**config.mk**
```make
export PLATFORM = sky130hd
export DESIGN_NAME = uart_rx
export DESIGN_NICKNAME = d
export VERILOG_FILES = /design/src/rtl/uart_rx_pkg.sv /design/src/rtl/uart_rx_edge_bit_counter.sv /design/src/rtl/uart_rx.sv
export SDC_FILE = /design/constraint.sdc
export NUM_CORES = 1
export LEC_CHECK = 0
export CORE_MARGIN = 5
export CORE_UTILIZATION = 58
export CTS_CLUSTER_DIAMETER = 200
export DETAILED_ROUTE_END_ITERATION = 16
export GPL_ROUTABILITY_DRIVEN = 0
export GPL_TIMING_DRIVEN = 1
export HOLD_SLACK_MARGIN = 0.15
export PLACE_DENSITY_LB_ADDON = 0.2
export REMOVE_ABC_BUFFERS = 1
export SLEW_MARGIN = 20
export SYNTH_ARGS = -nofsm -noshare
export SYNTH_HDL_FRONTEND = slang
export SYNTH_SLANG_ARGS = --single-unit
export TNS_END_PERCENT = 10
```
**constraint.sdc**
```tcl
create_clock -name clk -period 2.75 [get_ports clk]
set_input_delay 0.4125 -clock clk [delete_from_list [all_inputs] [get_ports clk]]
set_output_delay 0.4125 -clock clk [all_outputs]
set_load 0.005 [all_outputs]
```
**src/rtl/uart_rx_pkg.sv**
```systemverilog
// Shared types and constants for the oversampling UART receiver.
package uart_rx_pkg;

    typedef enum logic [2:0] {
        IDLE   = 3'd0,
        START  = 3'd1,
        DATA   = 3'd2,
        PARITY = 3'd3,
        STOP   = 3'd4
    } state_t;

    localparam logic PAR_EVEN = 1'b0;
    localparam logic PAR_ODD  = 1'b1;

    // Expected parity bit for a given data XOR and parity type.
    function automatic logic expected_parity(input logic typ, input logic data_xor);
        logic res;
        res = data_xor;
        case (typ)
            PAR_EVEN: res = data_xor;
            PAR_ODD:  res = ~data_xor;
        endcase
        return res;
    endfunction

endpackage

```
**src/rtl/uart_rx_edge_bit_counter.sv**
```systemverilog
// Per-bit oversampling edge counter and frame bit counter.
module uart_rx_edge_bit_counter #(
    parameter int unsigned Prescale_width = 6,
    parameter int unsigned n_bits         = 4
) (
    input  logic                      clk,
    input  logic                      reset,
    input  logic [Prescale_width-1:0] prescale,
    input  logic                      load,
    input  logic                      enable,
    output logic [Prescale_width-1:0] edge_cnt,
    output logic [n_bits-1:0]         bit_cnt,
    output logic                      bit_done
);

    localparam int unsigned PW = Prescale_width;

    assign bit_done = enable && (edge_cnt == prescale - PW'(1));

    // load starts at 1: the start-detection cycle itself is edge 0
    always_ff @(posedge clk or posedge reset) begin
        if (reset) begin
            edge_cnt <= '0;
            bit_cnt  <= '0;
        end else if (load) begin
            edge_cnt <= PW'(1);
            bit_cnt  <= '0;
        end else if (enable) begin
            if (bit_done) begin
                edge_cnt <= '0;
                bit_cnt  <= bit_cnt + n_bits'(1);
            end else begin
                edge_cnt <= edge_cnt + PW'(1);
            end
        end else begin
            edge_cnt <= '0;
            bit_cnt  <= '0;
        end
    end

endmodule

```
**src/rtl/uart_rx.sv**
```systemverilog
// Oversampling UART receiver: majority-sampled bits, optional parity, one stop bit.
module uart_rx
    import uart_rx_pkg::*;
#(
    parameter int unsigned Prescale_width = 6,
    parameter int unsigned DATA_width     = 8,
    parameter int unsigned n_bits         = 4
) (
    input  logic                      clk,
    input  logic                      reset,
    input  logic [Prescale_width-1:0] Prescale,
    input  logic                      PAR_EN,
    input  logic                      PAR_TYP,
    input  logic                      RX_IN,
    output logic [DATA_width-1:0]     P_DATA,
    output logic                      data_valid
);

    localparam int unsigned PW = Prescale_width;
    localparam int unsigned DW = DATA_width;

    state_t              state, state_next;
    logic [PW-1:0]       pre_q;
    logic                par_en_q, par_typ_q;
    logic [PW-1:0]       edge_cnt, half;
    logic [n_bits-1:0]   bit_cnt;
    logic                bit_done, enable;
    logic                at_s0, at_s1, at_s2;
    logic                s0, s1, maj, bit_val;
    logic [DW-1:0]       shift_reg;
    logic                par_err;
    logic                load, shift_en, par_chk, frame_done;

    assign enable = (state != IDLE);
    assign half   = pre_q >> 1;
    assign at_s0  = (edge_cnt == half - PW'(2));
    assign at_s1  = (edge_cnt == half - PW'(1));
    assign at_s2  = (edge_cnt == half);
    assign maj    = (s0 & s1) | (s0 & RX_IN) | (s1 & RX_IN);

    uart_rx_edge_bit_counter #(
        .Prescale_width(PW),
        .n_bits        (n_bits)
    ) u_cnt (
        .clk     (clk),
        .reset   (reset),
        .prescale(pre_q),
        .load    (load),
        .enable  (enable),
        .edge_cnt(edge_cnt),
        .bit_cnt (bit_cnt),
        .bit_done(bit_done)
    );

    always_ff @(posedge clk or posedge reset) begin
        if (reset) state <= IDLE;
        else       state <= state_next;
    end

    always_comb begin
        state_next = state;
        load       = 1'b0;
        shift_en   = 1'b0;
        par_chk    = 1'b0;
        frame_done = 1'b0;
        case (state)
            IDLE: begin
                if (!RX_IN) begin
                    state_next = START;
                    load       = 1'b1;
                end
            end
            START: begin
                if (at_s2 && maj)  state_next = IDLE;
                else if (bit_done) state_next = DATA;
            end
            DATA: begin
                shift_en = at_s2;
                if (bit_done && bit_cnt == n_bits'(DW))
                    state_next = par_en_q ? PARITY : STOP;
            end
            PARITY: begin
                par_chk = at_s2;
                if (bit_done) state_next = STOP;
            end
            STOP: begin
                if (bit_done) begin
                    state_next = IDLE;
                    frame_done = 1'b1;
                end
            end
            default: state_next = IDLE;
        endcase
    end

    // Frame settings are frozen at start detection
    always_ff @(posedge clk or posedge reset) begin
        if (reset) begin
            pre_q     <= '0;
            par_en_q  <= 1'b0;
            par_typ_q <= 1'b0;
        end else if (load) begin
            pre_q     <= Prescale;
            par_en_q  <= PAR_EN;
            par_typ_q <= PAR_TYP;
        end
    end

    always_ff @(posedge clk or posedge reset) begin
        if (reset) begin
            s0      <= 1'b1;
            s1      <= 1'b1;
            bit_val <= 1'b1;
        end else begin
            if (at_s0) s0 <= RX_IN;
            if (at_s1) s1 <= RX_IN;
            if (at_s2) bit_val <= maj;
        end
    end

    always_ff @(posedge clk or posedge reset) begin
        if (reset) begin
            shift_reg <= '0;
            par_err   <= 1'b0;
        end else if (load) begin
            shift_reg <= '0;
            par_err   <= 1'b0;
        end else begin
            if (shift_en) shift_reg <= {maj, shift_reg[DW-1:1]};
            if (par_chk)  par_err   <= (maj != expected_parity(par_typ_q, ^shift_reg));
        end
    end

    always_ff @(posedge clk or posedge reset) begin
        if (reset) begin
            P_DATA     <= '0;
            data_valid <= 1'b0;
        end else begin
            data_valid <= frame_done && bit_val && !par_err;
            if (frame_done && bit_val && !par_err) P_DATA <= shift_reg;
        end
    end

endmodule

```
# Word-level counts from Yosys, hierarchy flattened
# Index checks and enable logic that the tools add are counted.
# Widths: inputs -> output; s select.
dict set report word_totals {
  output_inout_bits 9
  ff_bits 42
  in_bits 11
}
dict set report classes {
  addsub 5
  mux 27
  bitwise 7
  reduce_logical 12
  n_eq_ne 16
}
# cell n
set ops {}
lappend ops {{$mux 3} 7}
lappend ops {{$eq 6x6->1} 3}
lappend ops {{$mux 6} 3}
lappend ops {{$mux 8} 2}
lappend ops {{$pmux 3 s5} 1}
lappend ops {{$mux 4} 3}
lappend ops {{$mux 1} 10}
lappend ops {{$ne 2x2->1 const B} 4}
lappend ops {{$reduce_xor 8->1} 1}
lappend ops {{$add 6x1->6 const B} 1}
lappend ops {{$eq 3x2->1 const B} 2}
lappend ops {{$eq 6x5->1} 1}
lappend ops {{$ne 3x3->1 const B} 2}
lappend ops {{$sub 5x1->6 const B} 1}
lappend ops {{$sub 5x2->6 const B} 1}
lappend ops {{$sub 6x1->6 const B} 1}
lappend ops {{$logic_and 1x1->1} 5}
lappend ops {{$reduce_and 5->1} 1}
lappend ops {{$add 4x1->4 const B} 1}
lappend ops {{$eq 4x4->1 const B} 1}
lappend ops {{$reduce_bool 2->1} 2}
lappend ops {{$and 1x1->1} 3}
lappend ops {{$eq 3x1->1 const B} 1}
lappend ops {{$eq 3x3->1 const B} 1}
lappend ops {{other kinds (7)} 9}

# Logic depth before layout (Yosys ltp)
dict set report depth {
  depth_word 8
  ltp_mapped 9
  depth_no_buf 8
}

# By module
# A second synthesis with hierarchy kept.
dict set report hier_totals {
  hier_cells 249
  hier_area_um2 2441.1
}
# mod cells_each seq_area_each_um2 instances area_each_um2
set modules_own_cells {}
lappend modules_own_cells {uart_rx 176 804.5 1 1750.4}
lappend modules_own_cells {uart_rx_edge_bit_counter 73 250.2 1 690.7}

# Least setup slack after synthesis
# OpenSTA, ideal clock, no wires.
dict set report synth_timing {
  path_type {register to register}
  from {reg pre_q[2]}
  to {reg P_DATA[2]}
  required_time_ns 2.625
  synth_period_minus_slack_ns 2.174
  path_stages_with_launch 9
  arrival_time_ns 2.049
  setup_ns 0.125
  n_path_buf 0
  slack_ns 0.576
  path_cell_list {dfrtp_1 -> inv_1 -> ha_1 -> a21boi_2 -> nand2_1 -> xnor2_1 -> nand3_2 -> inv_4 -> mux2_2}
}
dict set report synth_via {
  elab_chain_len 7
}
# element line
set synth_rtl {}
lappend synth_rtl {{start: declaration} uart_rx.sv:23} ;# logic [PW-1:0] pre_q;
lappend synth_rtl {{start signal: assignment} uart_rx.sv:103} ;# pre_q <= Prescale;
lappend synth_rtl {{$sub 6x1->6} uart_rx_edge_bit_counter.sv:18} ;# assign bit_done = enable && (edge_cnt == prescale - PW'(1));
lappend synth_rtl {{$eq 6x6->1} uart_rx_edge_bit_counter.sv:18}
lappend synth_rtl {{$logic_and 1x1->1} uart_rx_edge_bit_counter.sv:18}
lappend synth_rtl {{$mux 1} uart_rx.sv:87} ;# if (bit_done) begin
lappend synth_rtl {{$mux 1} uart_rx.sv:66} ;# case (state)
lappend synth_rtl {{$logic_and 1x1->1 (2 in series)} uart_rx.sv:140} ;# if (frame_done && bit_val && !par_err) P_DATA <= shift_reg;
lappend synth_rtl {{end signal: assignment} uart_rx.sv:140}
lappend synth_rtl {{end: declaration} uart_rx.sv:15} ;# output logic [DATA_width-1:0] P_DATA,
# Every way passes these cells.
# A chain may end at the register's enable or synchronous reset.

# Final worst setup path
dict set report layout_timing {
  from {reg pre_q[2]}
  to {reg P_DATA[1]}
}
# Same word-level chain as after synthesis.

==> results.cfg <==
[detailed_routing]
wirelength_um = 4700
route.detailed.drc = 0
vias = 1754
drtIter0Drc = 95
antenna_left = 0
drtPass1Iterations = 4
routed_via_density = 5.69
wire_per_inst_um = 15.3

[timing]
period_share_pct = 88.4
fmax_mhz = 411
finalSetupTns_ns = 0
relSlewSlack_pct = 64.9
tightest_slew_ns = 0.527
finalSetupViolations = 0
fin_crit_ns = 2.43
maxSlewViolCount = 0
postLayoutSetupSlackWorst_ns = 0.318
skew_ns = 0.00616
rsz0062_at_grt = no
hold_violations = 0

[status]
status = finished clean

[cts]
cts_resized = 0
clock_sinks = 42
cts_hold_buf = 0
clkTransAtPathRegs_ns = 0.08
cts_tree = yes
h-tree-depth = 2
insertion_delay_ns = 0.30
post_cts_buffers = 0
cts_root_buf = clkbuf_8
cts_buffers = 5
cts_buffer_depth = 2

[placed_design]
portBuffers = 19
preCtsSetupSlack_ns = 0.300
placed_cell_area_mm2 = 0.00271
dp_hpwl_um = 3440

[floorplanning]
fp-row-count = 23
dieArea_mm2 = 0.00566
fp.coreArea_mm2 = 0.00406
die_x_um = 75.2
initial_utilization_pct = 60.8
die_h_um = 75.2
io_pins = 20

[worst_setup_path]
r2r_slack_ns = 0.32
path_class = flip-flop to flip-flop
reg2reg_from = pre_q[2]$_DFFE_PP0P_
critPathRequiredTime_ns = 2.93
reg2reg_depth = 8
r2r-end = P_DATA[1]$_DFFE_PP0P_
end_kind = flip-flop
path_max_fanout = 7
cp-start-kind = flip-flop
crit_arrival_ns = 2.61

[global_routing]
overflow = 0
grt_pass1_vias = 1707
grt_usage_pct = 18.9
grt_max_degree = 43
grt_pass1_wl_um = 8100
grt_antenna_before_repair = 0

[yosys]
synthArstFlopShare_pct = 100
synth-main-ff-cell = dfrtp_1
syn-cell-area_mm2 = 0.00247
syn_avg_cell_area_um2 = 10.5
syn_inst = 236
synth_edf_count = 0
ys_types = 51
ys_seq_elements = 42
ys_seq_area_share_pct = 42.7
ys_warn_count = 0

[power_and_ir_drop]
finalPower_mw = 1.05
irDropWorstVdd_mv = 0.295
p_leak_nw = 1.25
power_density_mw_per_mm2 = 376

[cells_and_area]
area.sequential_mm2 = 0.00105
design_area_mm2 = 0.00279
fin_util_pct = 68.8
drive_gt1_share_pct = 16.7
nFillCells = 311
num_antenna_cells = 0
layout.nets = 276
multi_input_area_mm2 = 0.00129
area_growth_pct = 13.1

[worst_hold_path]
hold-path-endpoint = bit_val$_DFFE_PP1N_
hp-start = bit_val$_DFFE_PP1N_
min_path_cells = 2
hold_path.class = flip-flop to flip-flop

[job]
maxCapViolations = 0
placed cells by master (no fill, tap or decap), types with 5 or more instances in the layout:
cell             count
nand2_1              8
dfrtp_1             39
clkbuf_8             5
buf_4                5
inv_1               18
xnor2_1             18
nand3_1             17
a21oi_1              7
mux2_2              16
o21ai_0             17
nor2_1               7
nor3_1               9
clkdlybuf4s50_1     19
xor2_1              11
ha_1                 8
synthesized netlist by cell type (2+ instances only):
library cell | count | area share [%]
mux2_2 | 16 | 7.3
a2111oi_0 | 2 | 0.71
xor2_1 | 11 | 3.9
nor2_1 | 7 | 1.1
ha_1 | 8 | 4.1
dfrtp_1 | 39 | 40
a21oi_1 | 7 | 1.4
xnor2_2 | 3 | 2.0
mux2_1 | 3 | 1.4
nand3_1 | 17 | 3.4
xnor2_1 | 18 | 6.4
buf_2 | 5 | 1.0
buf_4 | 2 | 0.61
dfstp_2 | 3 | 3.2
nor3b_1 | 3 | 0.91
inv_1 | 18 | 2.7
nor2b_1 | 3 | 0.76
o31ai_1 | 2 | 0.61
nor3_1 | 9 | 1.8
or4_1 | 2 | 0.61
mux2i_1 | 2 | 0.81
nand2_1 | 8 | 1.2
o21ai_0 | 17 | 3.4
nand2b_1 | 2 | 0.51
o311ai_0 | 2 | 0.71
o211ai_1 | 2 | 0.61
how the worst max path moves through the flow:
stage                                    start                     to  slack [ns]  cells past startpoint
final                     pre_q[2]$_DFFE_PP0P_  P_DATA[1]$_DFFE_PP0P_        0.32                      8
after global routing      pre_q[2]$_DFFE_PP0P_  P_DATA[1]$_DFFE_PP0P_        0.11                      8
after CTS                 pre_q[2]$_DFFE_PP0P_  P_DATA[1]$_DFFE_PP0P_        0.29                      8
after detailed placement  pre_q[2]$_DFFE_PP0P_  P_DATA[1]$_DFFE_PP0P_        0.30                      8
after global placement    pre_q[2]$_DFFE_PP0P_  P_DATA[5]$_DFFE_PP0P_        0.44                      8
after floorplan           state[0]$_DFFE_PP0P_   par_en_q$_DFFE_PP0P_        0.57                      3
through the flow:
| step | cells | hold slack (ns) |
|---|---|---|
| finish | 308 | 0.486 |
| global route | 308 | 0.532 |
| CTS | 308 | 0.493 |
| detailed placement | 300 | 0.481 |
| global placement | 300 | 0.468 |
| floorplan | 226 | 0.455 |
critical path: stages, from the launching register on:
cell and delay [ns]:
dfrtp_1 0.42, inv_1 0.20, ha_1 0.28, a21boi_2 0.25, nand2_1 0.14, xnor2_1 0.35, nand3_2 0.19, inv_4 0.15
mux2_1 0.33
cell type report:
cell class	instances	share of cell area, %
repair buffers	24	8.16
clock buffers	6	2.60
multi-input cells	165	46.1
flip-flops and latches	42	37.8
inverters	19	2.64
clock inverters	2	0.493
well taps	50	2.24
cells by family (layout without fill, tap and decap cells):
family	count (synthesis)	count (layout)	synth area share (%)
compound gates	43	43	11.9
xor+xnor	33	33	12.9
fa+ha+maj	8	8	4.06
buf+inv	29	51	5.12
flops	42	42	42.7
mux	21	21	9.48
simple gates	60	60	13.7
power breakdown:
part	switching [mW]	total (mW)	internal, mW
combinational	0.0163	0.0323	0.0160
sequential	0.000660	0.619	0.618
clock	0.219	0.398	0.179
total	0.236	1.05	0.814
routing by layer:
metal | vias up | share of wire, % | track usage, %
met3 | 7 | 6.0 | 4.94
met2 | 43 | 45 | 29.1
met4 | 0 | 1.2 | 5.63
met5 | - | 0 | 0
met1 | 834 | 47 | 26.4
li1 | 870 | - | -
Power figures use the tool's default switching activity.
